## src/rtl/bit_packer.sv

```systemverilog
// Packs 1..15-bit LSB-first chunks into 32-bit words behind a DEPTH-entry FIFO; a completed word is at the head one edge later.
// Producer is held off by full (pushes and flushes are dropped while it is high); the consumer pops with pullout.

module bit_packer_fifo #(
  parameter int W     = 38,
  parameter int DEPTH = 4,
  parameter int AW    = 2
) (
  input  logic         clock,
  input  logic         reset,
  input  logic         wr,
  input  logic [W-1:0] wdata,
  input  logic         rd,
  output logic [W-1:0] rdata,
  output logic         empty,
  output logic         full
);
  logic [W-1:0]  mem [DEPTH];
  logic [AW-1:0] wptr;
  logic [AW-1:0] rptr;
  logic [AW:0]   count;
  logic          do_wr;
  logic          do_rd;

  assign empty = (count == '0);
  assign full  = (count == (AW+1)'(DEPTH));
  assign do_wr = wr && !full;
  assign do_rd = rd && !empty;
  // Head reads as zero when empty so downstream never sees stale words.
  assign rdata = empty ? '0 : mem[rptr];

  always_ff @(posedge clock) begin
    if (!reset) begin
      wptr  <= '0;
      rptr  <= '0;
      count <= '0;
      for (int i = 0; i < DEPTH; i++) mem[i] <= '0;
    end else begin
      if (do_wr) begin
        mem[wptr] <= wdata;
        wptr      <= wptr + 1'b1;
      end
      if (do_rd) rptr <= rptr + 1'b1;
      case ({do_wr, do_rd})
        2'b10:   count <= count + 1'b1;
        2'b01:   count <= count - 1'b1;
        default: ;
      endcase
    end
  end
endmodule

module bit_packer #(
  parameter int WIDTH        = 32,
  parameter int MAXLEN       = 15,
  parameter int DEPTH        = 4,
  parameter int ADDRESSWIDTH = 2
) (
  input  logic              clock,
  input  logic              reset,
  input  logic              pushin,
  input  logic [3:0]        lenin,
  input  logic [MAXLEN-1:0] datain,
  input  logic              flushin,
  output logic              full,
  output logic              pushout,
  input  logic              pullout,
  output logic [WIDTH-1:0]  dataout,
  output logic [5:0]        lenout
);
  localparam int ACCW = WIDTH + MAXLEN;

  logic [ACCW-1:0]   acc;
  logic [ACCW-1:0]   acc_merged;
  logic [4:0]        cnt;
  logic [5:0]        sum;
  logic [MAXLEN-1:0] mask;
  logic              push_ok;
  logic              flush_ok;
  logic              word_done;
  logic              wr;
  logic [WIDTH+5:0]  wdata;
  logic              empty;

  always_comb begin
    mask       = {MAXLEN{1'b1}} >> (4'(MAXLEN) - lenin);
    acc_merged = acc | (ACCW'(datain & mask) << cnt);
    sum        = {1'b0, cnt} + {2'b00, lenin};
    push_ok    = pushin && !full && (lenin != 4'd0);
    // A simultaneous push wins over a flush.
    flush_ok   = flushin && !pushin && !full && (cnt != 5'd0);
    word_done  = push_ok && (sum >= 6'(WIDTH));
    wr         = word_done || flush_ok;
    // Bits above cnt are always zero in acc, so a flush is already zero-padded.
    wdata      = flush_ok ? {1'b0, cnt, acc[WIDTH-1:0]}
                          : {6'(WIDTH), acc_merged[WIDTH-1:0]};
  end

  always_ff @(posedge clock) begin
    if (!reset) begin
      acc <= '0;
      cnt <= '0;
    end else if (push_ok) begin
      if (word_done) begin
        acc <= acc_merged >> WIDTH;
        cnt <= 5'(sum - 6'(WIDTH));
      end else begin
        acc <= acc_merged;
        cnt <= sum[4:0];
      end
    end else if (flush_ok) begin
      acc <= '0;
      cnt <= '0;
    end
  end

  bit_packer_fifo #(
    .W     (WIDTH + 6),
    .DEPTH (DEPTH),
    .AW    (ADDRESSWIDTH)
  ) u_fifo (
    .clock (clock),
    .reset (reset),
    .wr    (wr),
    .wdata (wdata),
    .rd    (pullout),
    .rdata ({lenout, dataout}),
    .empty (empty),
    .full  (full)
  );

  assign pushout = !empty;
endmodule

```

## config.mk

```make
export PLATFORM = sky130hd
export DESIGN_NAME = bit_packer
export DESIGN_NICKNAME = d
export VERILOG_FILES = /design/src/rtl/bit_packer.sv
export SDC_FILE = /design/constraint.sdc
export NUM_CORES = 1
export LEC_CHECK = 0
export ABC_AREA = 1
export ABC_CLOCK_PERIOD_IN_PS = 9700
export BUFFER_PORTS_ARGS = -buffer_cell sky130_fd_sc_hd__clkbuf_2
export CELL_PAD_IN_SITES_DETAIL_PLACEMENT = 0
export CELL_PAD_IN_SITES_GLOBAL_PLACEMENT = 1
export CORE_MARGIN = 3
export CORE_UTILIZATION = 50
export DETAILED_ROUTE_END_ITERATION = 12
export HOLD_SLACK_MARGIN = 0.05
export PLACE_DENSITY_LB_ADDON = 0.1
export SKIP_LAST_GASP = 1
export SLEW_MARGIN = 25
export SYNTH_ARGS = -nofsm -noshare
export SYNTH_HDL_FRONTEND = slang
export SYNTH_HIERARCHICAL = 1
export SYNTH_SLANG_ARGS = --single-unit
```

## constraint.sdc

```tcl
create_clock -name clock -period 9.7 [get_ports clock]
set_clock_uncertainty 0.2 [all_clocks]
set_input_delay 0.97 -clock clock [delete_from_list [all_inputs] [get_ports clock]]
set_output_delay 0.97 -clock clock [all_outputs]
set_load 0.05 [all_outputs]
```

After elaboration in Yosys (flattened, before gate mapping):

Memories as Yosys holds them, arrays and structs flattened. A register that Yosys moved wholly into a read port is not among the register bits.
Cells that the tools add are included.

* add/subtract/negate cells: 7
* magnitude comparators: 1
* equality and inequality tests: 3
* shifts and indexed selects: 2
* muxes and demuxes: 18
* bitwise gates (word level): 2
* reductions and logical operators: 18

Operators by type and width (count)
* 47-bit 2-to-1 mux: 3
* 38-bit 2-to-1 mux: 3
* 47-bit bitwise OR: 1
* 15-bit by 5-bit left shift with 47-bit output: 1
* 38-bit OR reduction: 1
* 15-bit AND: 1
* 5-bit 2-to-1 mux: 3
* 15-bit by 4-bit right shift with 15-bit output, first input constant: 1
* 1-bit logical AND: 8
* 5-bit by 4-bit adder with 6-bit output: 1
* 6-bit greater-or-equal comparator, second input constant: 1
* 2-bit 2-to-1 mux: 3
* 3-bit case mux with 2 select lines: 1
* 1-bit 2-to-1 mux: 5
* 5-bit nonzero test: 1
* 5-bit by 1-bit subtractor with 5-bit output, second input constant: 1
* 2-bit by 1-bit adder with 2-bit output, second input constant: 2
* 2-bit nonzero test: 2
* 4-bit nonzero test: 1
* 4-bit subtractor, first input constant: 1
* 3-bit by 1-bit adder with 3-bit output, second input constant: 1
* 3-bit equality test, second input constant: 1
* 1-bit zero test: 3
* 3-bit zero test: 1
* 4 further kinds: 4

* flip-flop bits (word level): 59
* memory bits (writable): 152
* input bits: 24
* logic and storage cells: 57
* memories: 1

Memories
* u_fifo.mem: words 4, width 38, read ports 1, clocked after Yosys merged registers in 1, write ports 4, RTL line 18 `logic [W-1:0] mem [DEPTH];`

Logic depth before layout (Yosys ltp):

Gate-level depths: netlist of run 1.

* depth in word-level cells: 12
* mapped depth: 19

Cells and area by module:

Netlist of run 1, hierarchy kept.

By module, submodules not included
* bit_packer_fifo: times used 1, cells each 765, area each 7403.4 µm², sequential area each 4744.6 µm²
* bit_packer: times used 1, cells each 644, area each 3854.9 µm², sequential area each 1021.0 µm²

Least setup slack after synthesis of run 1:

No wires, ideal clock.

* path type: in2reg
* from: in lenin[2]
* to: mem u_fifo.mem[0][0] (enable)
* data arrival time: 5092 ps
* slack: 3922 ps
* stages: 12
* path through: ha_1 > nand3_1 > nand2_1 > nand2_2 > a21oi_4 > inv_2 > nor2_4 > nor2_2 > inv_1 > nand4_1 > buf_2 > o21ai_0

RTL lines
* start, declared: RTL line 62 `input logic [3:0] lenin,`
* end, declared: RTL line 18

==> results of run 1 <==
stage by stage:
step	hold slack, ps	area, µm²	total power, µW	cells
after floorplan	240.1	11260	1957	1409
after global placement	250.3	11690	2255	1684
after detailed placement	255.8	11690	2264	1684
after CTS	265.5	12390	3094	1726
after global routing	281.0	12390	3240	1726
final	265.4	12390	3073	1726
per-layer routing:
metal | track usage [%] | share of wire, % | up-vias
met5 | 0 | 0 | -
met2 | 43.09 | 47 | 261
met1 | 35.96 | 44 | 4498
met3 | 3.051 | 5.4 | 52
met4 | 7.443 | 2.8 | 0
li1 | - | - | 4704
registers in the layout, indices dropped and copies added (netlist names), named ones only:
register and cells:
u_fifo/rptr 2, u_fifo/wptr 2, acc 46, u_fifo/count 3, cnt 5, u_fifo/mem 152
final cells by class:
type | count | area (µm²)
clock inverter | 13 | 101.3
multi-input combinational | 931 | 4441
fill | 2065 | 9572
clock buffer | 29 | 598.1
inverter | 179 | 671.9
tap | 280 | 350.3
timing repair buffer | 82 | 457.9
sequential | 212 | 5767
worst reg2reg max path: stages (launching register included):
cell and delay [ps]:
dfxtp_1 740, nor2_1 130, nand2_1 140, nand4_2 380
inv_1 810, nor2_2 170, inv_1 160, nand2_1 260
o21ai_4 440, buf_4 480
cell usage after synthesis, types with 8 or more instances:
| master | number | area share, % |
|---|---|---|
| a21oi_1 | 92 | 4.1 |
| nor2_1 | 299 | 10 |
| dfxtp_1 | 60 | 11 |
| a22oi_1 | 8 | 0.53 |
| clkbuf_1 | 32 | 1.1 |
| o21ai_0 | 122 | 5.4 |
| nor2_4 | 11 | 1.1 |
| buf_1 | 8 | 0.27 |
| nor3_1 | 38 | 1.7 |
| nand2_1 | 144 | 4.8 |
| buf_2 | 31 | 1.4 |
| edfxtp_1 | 152 | 41 |
| inv_1 | 162 | 5.4 |
| nand3_1 | 159 | 7.1 |
| inv_2 | 15 | 0.50 |
worst max-delay path by stage:
stage,from,depth (start not counted),slack [ps],to
detailed placement,pushin,9,5230,u_fifo/mem[3][22]
floorplan,lenin[2],12,3920,u_fifo/mem[0][0]
CTS,register,7,5350,dataout[4]
finish,register,7,5370,dataout[4]
global placement,lenin[2],13,5310,u_fifo/mem[3][10]
global route,cnt[1],9,5050,u_fifo/mem[3][16]
cell families (layout without fill, tap and decap cells):
| kind of cell | Yosys count | in the layout | share of synthesized area (%) |
|---|---|---|---|
| AO/OA/AOI/OAI | 255 | 255 | 12.24 |
| AND/OR/NAND/NOR | 669 | 669 | 25.89 |
| adder cells (fa/ha/maj) | 7 | 7 | 0.9113 |
| buffers and inverters | 266 | 303 | 9.747 |
| flip-flops | 212 | 212 | 51.21 |
where the power goes:
group	switching, µW	internal (µW)	total (µW)
registers	28.4	1040	1070
logic	920	258	1180
clock network	362	466	828
total	1310	1760	3070
==> results.py, run 1 <==
metrics = {
    "sta": {
        "worstMarginPinSlew_ps": 963.6,
        "final_hold_viol_count": 0,
        "setup_tns_ps": 0,
        "worst_slack_ps": 5367,
        "rsz0062_at_grt": "false",
        "finalSetupViolCount": 0,
        "drv_slew": 0,
        "relSlewSlack_pct": 35.67,
        "finalCriticalPeriod_ps": 4333,
        "period_share_pct": 44.67,
        "max_freq_mhz": 230.8,
    },
    "drt": {
        "first_pass_iters": 6,
        "wl_per_cell_um": 18.31,
        "via_per_inst": 5.513,
        "drc": 0,
        "routed_wl_um": 31610,
        "ant_nets": 0,
        "num_vias": 9515,
        "drt_iter0_drc": 907,
    },
    "layout": {
        "antennaDiodeCount": 0,
        "drive_gt1_share_pct": 11.13,
        "syn2layout_area_growth_pct": 10.02,
        "layout_common_cells": "nor2_1 (299), nand3_1 (159), inv_1 (158)",
        "final_common_cell": "nor2_1",
        "layout.nets": 1460,
        "utilization_pct": 56.41,
    },
    "worst_setup_path": {
        "slowest_delay_ps": 580,
        "endpoint_kind": "output port",
        "path_max_fanout": 39,
        "crit_path_frequent_cell": "buf_4",
        "ff2ff_path_depth": 9,
        "critPathBufInv": 4,
        "critical-path-slowest-cell": "clkinv_1",
        "r2r-start": "cnt[1]",
        "crit_family": "buffers and inverters",
        "critPathKind": "register to output port",
        "start_kind": "register",
        "rrSetupSlack_ps": 5430,
        "crit_chain": "buf_4, clkinv_1, buf_4, nor2_1, o21ai_0, a21oi_1, clkbuf_2",
        "worst_r2r_endpoint": "u_fifo/mem[3][16]",
        "critPathArrivalTime_ps": 3160,
        "required_ps": 8530,
    },
    "grt": {
        "grt_pass1_vias": 9071,
        "grt_pass1_wl_um": 49780,
        "antenna_found_initial": 0,
        "grt_usage_pct": 25.90,
        "grt_max_degree": 78,
        "grt-ovfl-total": 0,
    },
    "cts": {
        "clk_pin_slew_ps": 60,
        "htree_levels": 1,
        "cts_buffers": 23,
        "root_buffer": "clkbuf_16",
        "cts_tree": "built",
        "clock_path_buffers": 3,
        "cts-resized-gates": 0,
        "cts_setup_buffers": 0,
        "cts_hold_buf": 0,
        "clock_latency_ps": 530,
        "cts.sinks": 212,
    },
    "floorplan": {
        "core_um2": 21960,
        "start_util_pct": 51.27,
        "die_w_um": 156.1,
        "die_h_um": 156.1,
        "io_pins": 64,
        "die-area_um2": 24350,
        "rows": 54,
    },
    "power_and_ir_drop": {
        "p_leak_uw": 0.004777,
        "p_per_area_nw_per_um2": 248.1,
        "irDropWorstVdd_v": 0.0001530,
    },
    "placed_design": {
        "io_buffers": 63,
        "place_congestion": 0.9063,
        "pre_cts_slack_ps": 5228,
        "hpwlAfterDp_um": 20080,
    },
    "synthesis": {
        "synth-edff-count": 152,
        "yosysSeqAreaShare_pct": 51.21,
        "synthesis.nets": 1440,
        "synthCells": 1409,
        "synth_top_flop_cell": "edfxtp_1",
        "synth.cell_area_um2": 11260,
        "syn_area_per_cell_um2": 7.990,
        "async_reset_ff_share_pct": 0,
        "synth_cell_types": 44,
        "yosysWarnings": 6,
        "synth_seq_cells": 212,
    },
    "hold_path": {
        "hold_class": "register to register",
        "hp-start": "acc[25]",
        "hold_end": "acc[25]",
        "hold_path_depth": 2,
    },
    "job": {
        "cap_violations": 0,
    },
    "status": {
        "status": "finished, final reports clean",
    },
}
No activity file was read; power rests on OpenSTA's default activity.
==> run 2, diff against run 1 <==
ABC_CLOCK_PERIOD_IN_PS = 3900   (was 9700)
CORE_UTILIZATION = 42   (was 50)
clock period = 3.9 ns   (was 9.7 ns; I/O delays follow)
==> run 2 against run 1 <==
Via count unchanged. Critical path type unchanged. Final cell count up 4.2%. Sequential share of layout area down 1.2 points. Power grew to 2.6 times the previous value.
==> results.py, run 2 (synthesized netlist as in run 1, its figures left out) <==
metrics = {
    "sta": {
        "finalCriticalPeriod_ps": 3113,
        "finalSetupViolCount": 0,
        "rsz0062_at_grt": "false",
        "setup_tns_ps": 0,
        "period_share_pct": 79.83,
        "drv_slew": 0,
        "max_freq_mhz": 321.2,
        "worst_slack_ps": 786.8,
        "final_hold_viol_count": 0,
        "relSlewSlack_pct": 32.74,
        "worstMarginPinSlew_ps": 1008,
    },
    "grt": {
        "grt_max_degree": 77,
        "grt_pass1_vias": 9222,
        "grt_usage_pct": 22.78,
        "grt-ovfl-total": 0,
        "antenna_found_initial": 1,
        "grt_pass1_wl_um": 51500,
    },
    "layout": {
        "drive_gt1_share_pct": 12.10,
        "antennaDiodeCount": 0,
        "largest_reg_flops": 152,
        "stdcell_area_um2": 12720,
        "layout_common_cells": "nor2_1 (299), inv_1 (162), nand3_1 (159)",
        "stdcell_count": 1798,
        "layout.nets": 1475,
        "syn2layout_area_growth_pct": 12.96,
        "top_register": "u_fifo/mem",
        "top_regs": "u_fifo/mem: 152 flops, acc: 46 flops, cnt: 5 flops",
        "final_common_cell": "nor2_1",
    },
    "floorplan": {
        "core_um2": 26210,
        "die_h_um": 169.7,
        "rows": 59,
        "die_w_um": 169.7,
        "die-area_um2": 28810,
        "io_pins": 64,
        "start_util_pct": 42.96,
    },
    "worst_setup_path": {
        "critical-path-slowest-cell": "buf_4",
        "path_max_fanout": 76,
        "rrSetupSlack_ps": 820,
        "endpoint_kind": "output port",
        "ff2ff_path_depth": 11,
        "r2r-start": "cnt[2]",
        "crit_chain": "inv_1, buf_4, o21ai_0, a21oi_1, clkbuf_2",
        "slowest_delay_ps": 580,
        "required_ps": 3310,
        "critPathBufInv": 3,
        "critPathKind": "register to output port",
        "start_kind": "register",
        "crit_family": "buffers and inverters",
        "critPathArrivalTime_ps": 2520,
        "worst_r2r_endpoint": "u_fifo/mem[2][29]",
    },
    "cts": {
        "cts_buffers": 25,
        "htree_levels": 1,
        "cts.sinks": 212,
        "root_buffer": "clkbuf_16",
        "clk_pin_slew_ps": 60,
        "cts_tree": "built",
        "clock_path_buffers": 3,
        "cts-resized-gates": 0,
        "cts_setup_buffers": 0,
        "clock_latency_ps": 520,
        "cts_hold_buf": 1,
    },
    "placed_design": {
        "hpwlAfterDp_um": 20980,
        "pre_cts_slack_ps": 600.0,
        "place_congestion": 0.9183,
        "placed_cells": 1751,
        "place_area_um2": 11910,
        "io_buffers": 63,
    },
    "drt": {
        "first_pass_iters": 7,
        "ant_nets": 0,
        "drt_iter0_drc": 687,
        "wl_per_cell_um": 18.30,
        "via_per_inst": 5.292,
        "drc": 0,
        "num_vias": 9515,
        "routed_wl_um": 32910,
    },
    "power_and_ir_drop": {
        "comb_power_share_pct": 37.4,
        "p_sw_share_pct": 41.72,
        "p_leak_uw": 0.004919,
        "p_per_area_nw_per_um2": 621.3,
        "switchingPower_uw": 3296,
        "clockPowerShare_pct": 28.7,
        "irDropWorstVdd_v": 0.0003357,
        "pwr-share-seq_pct": 33.9,
        "p_int_uw": 4605,
    },
    "hold_path": {
        "hold_end": "cnt[0]",
        "hp-start": "lenin[0]",
        "hold_path_depth": 4,
        "hold_class": "primary input to register",
    },
    "status": {
        "status": "finished, final reports clean",
    },
    "job": {
        "cap_violations": 0,
    },
}
==> run 2: cell count changes in the layout (fill, tap and decap cells not counted), sizes merged <==
cell | before | now
buf | 19 | 31
bufinv | 1 | 2
clkbuf | 92 | 95
clkinv | 14 | 12
clkinvlp | 1 | 0
dlygate4sd3 | 0 | 1
inv | 176 | 179
==> run 2: worst max-delay path by stage <==
stage	from	end	slack [ps]	cells past startpoint
floorplan	lenin[2]	u_fifo/mem[1][0]	-90	11
global placement	lenin[2]	u_fifo/count[2]	630	20
detailed placement	lenin[2]	u_fifo/count[2]	600	20
CTS	register	dataout[17]	740	5
global route	cnt[2]	u_fifo/mem[2][29]	470	11
finish	register	dataout[5]	790	5
==> run 2: worst register-to-register path, cell delays in order, from the launching register on <==
cell and delay (ps):
dfxtp_1 330, buf_4 270, clkinv_1 570, nor3_2 370, nand2_1 110, o21ai_0 160, inv_1 70, a22oi_1 410
inv_1 170, nor2_4 150, inv_2 50, nor2_1 80
==> run 2: layout make-up <==
cell class	count	area, µm²
clock inverters	14	126.4
flip-flops and latches	212	5767
multi-input cells	931	4441
clock buffers	32	671.9
fillers	2607	13490
well taps	335	419.2
inverters	179	671.9
repair buffers	95	620.6
==> run 2: through the flow <==
stage | power (µW) | utilization [%] | hold slack [ps]
after floorplan | 4864 | - | 240.1
after global placement | 5689 | 45.44 | 250.1
after detailed placement | 5698 | 45.44 | 256.2
after CTS | 7976 | 48.53 | 135.7
after global routing | 8331 | 48.53 | 178.9
final | 7901 | 48.53 | 146.1
==> run 2: routing by layer <==
layer  part of all wire, %  vias to the layer above  global-route usage [%]
met5                 0.030                        -                       0
met4                   1.9                        2                   5.619
met3                   4.4                       57                   3.401
met2                    48                      192                   38.33
met1                    46                     4529                   31.10
li1                      -                     4735                       -
==> run 2: power groups by stage <==
stage | clock (µW) | sequential (µW) | combinational, µW
floorplan | 0 | 2680 | 2180
global placement | 0 | 2730 | 2960
detailed placement | 0 | 2730 | 2970
CTS | 2320 | 2680 | 2980
global route | 2400 | 2700 | 3240
finish | 2270 | 2680 | 2950
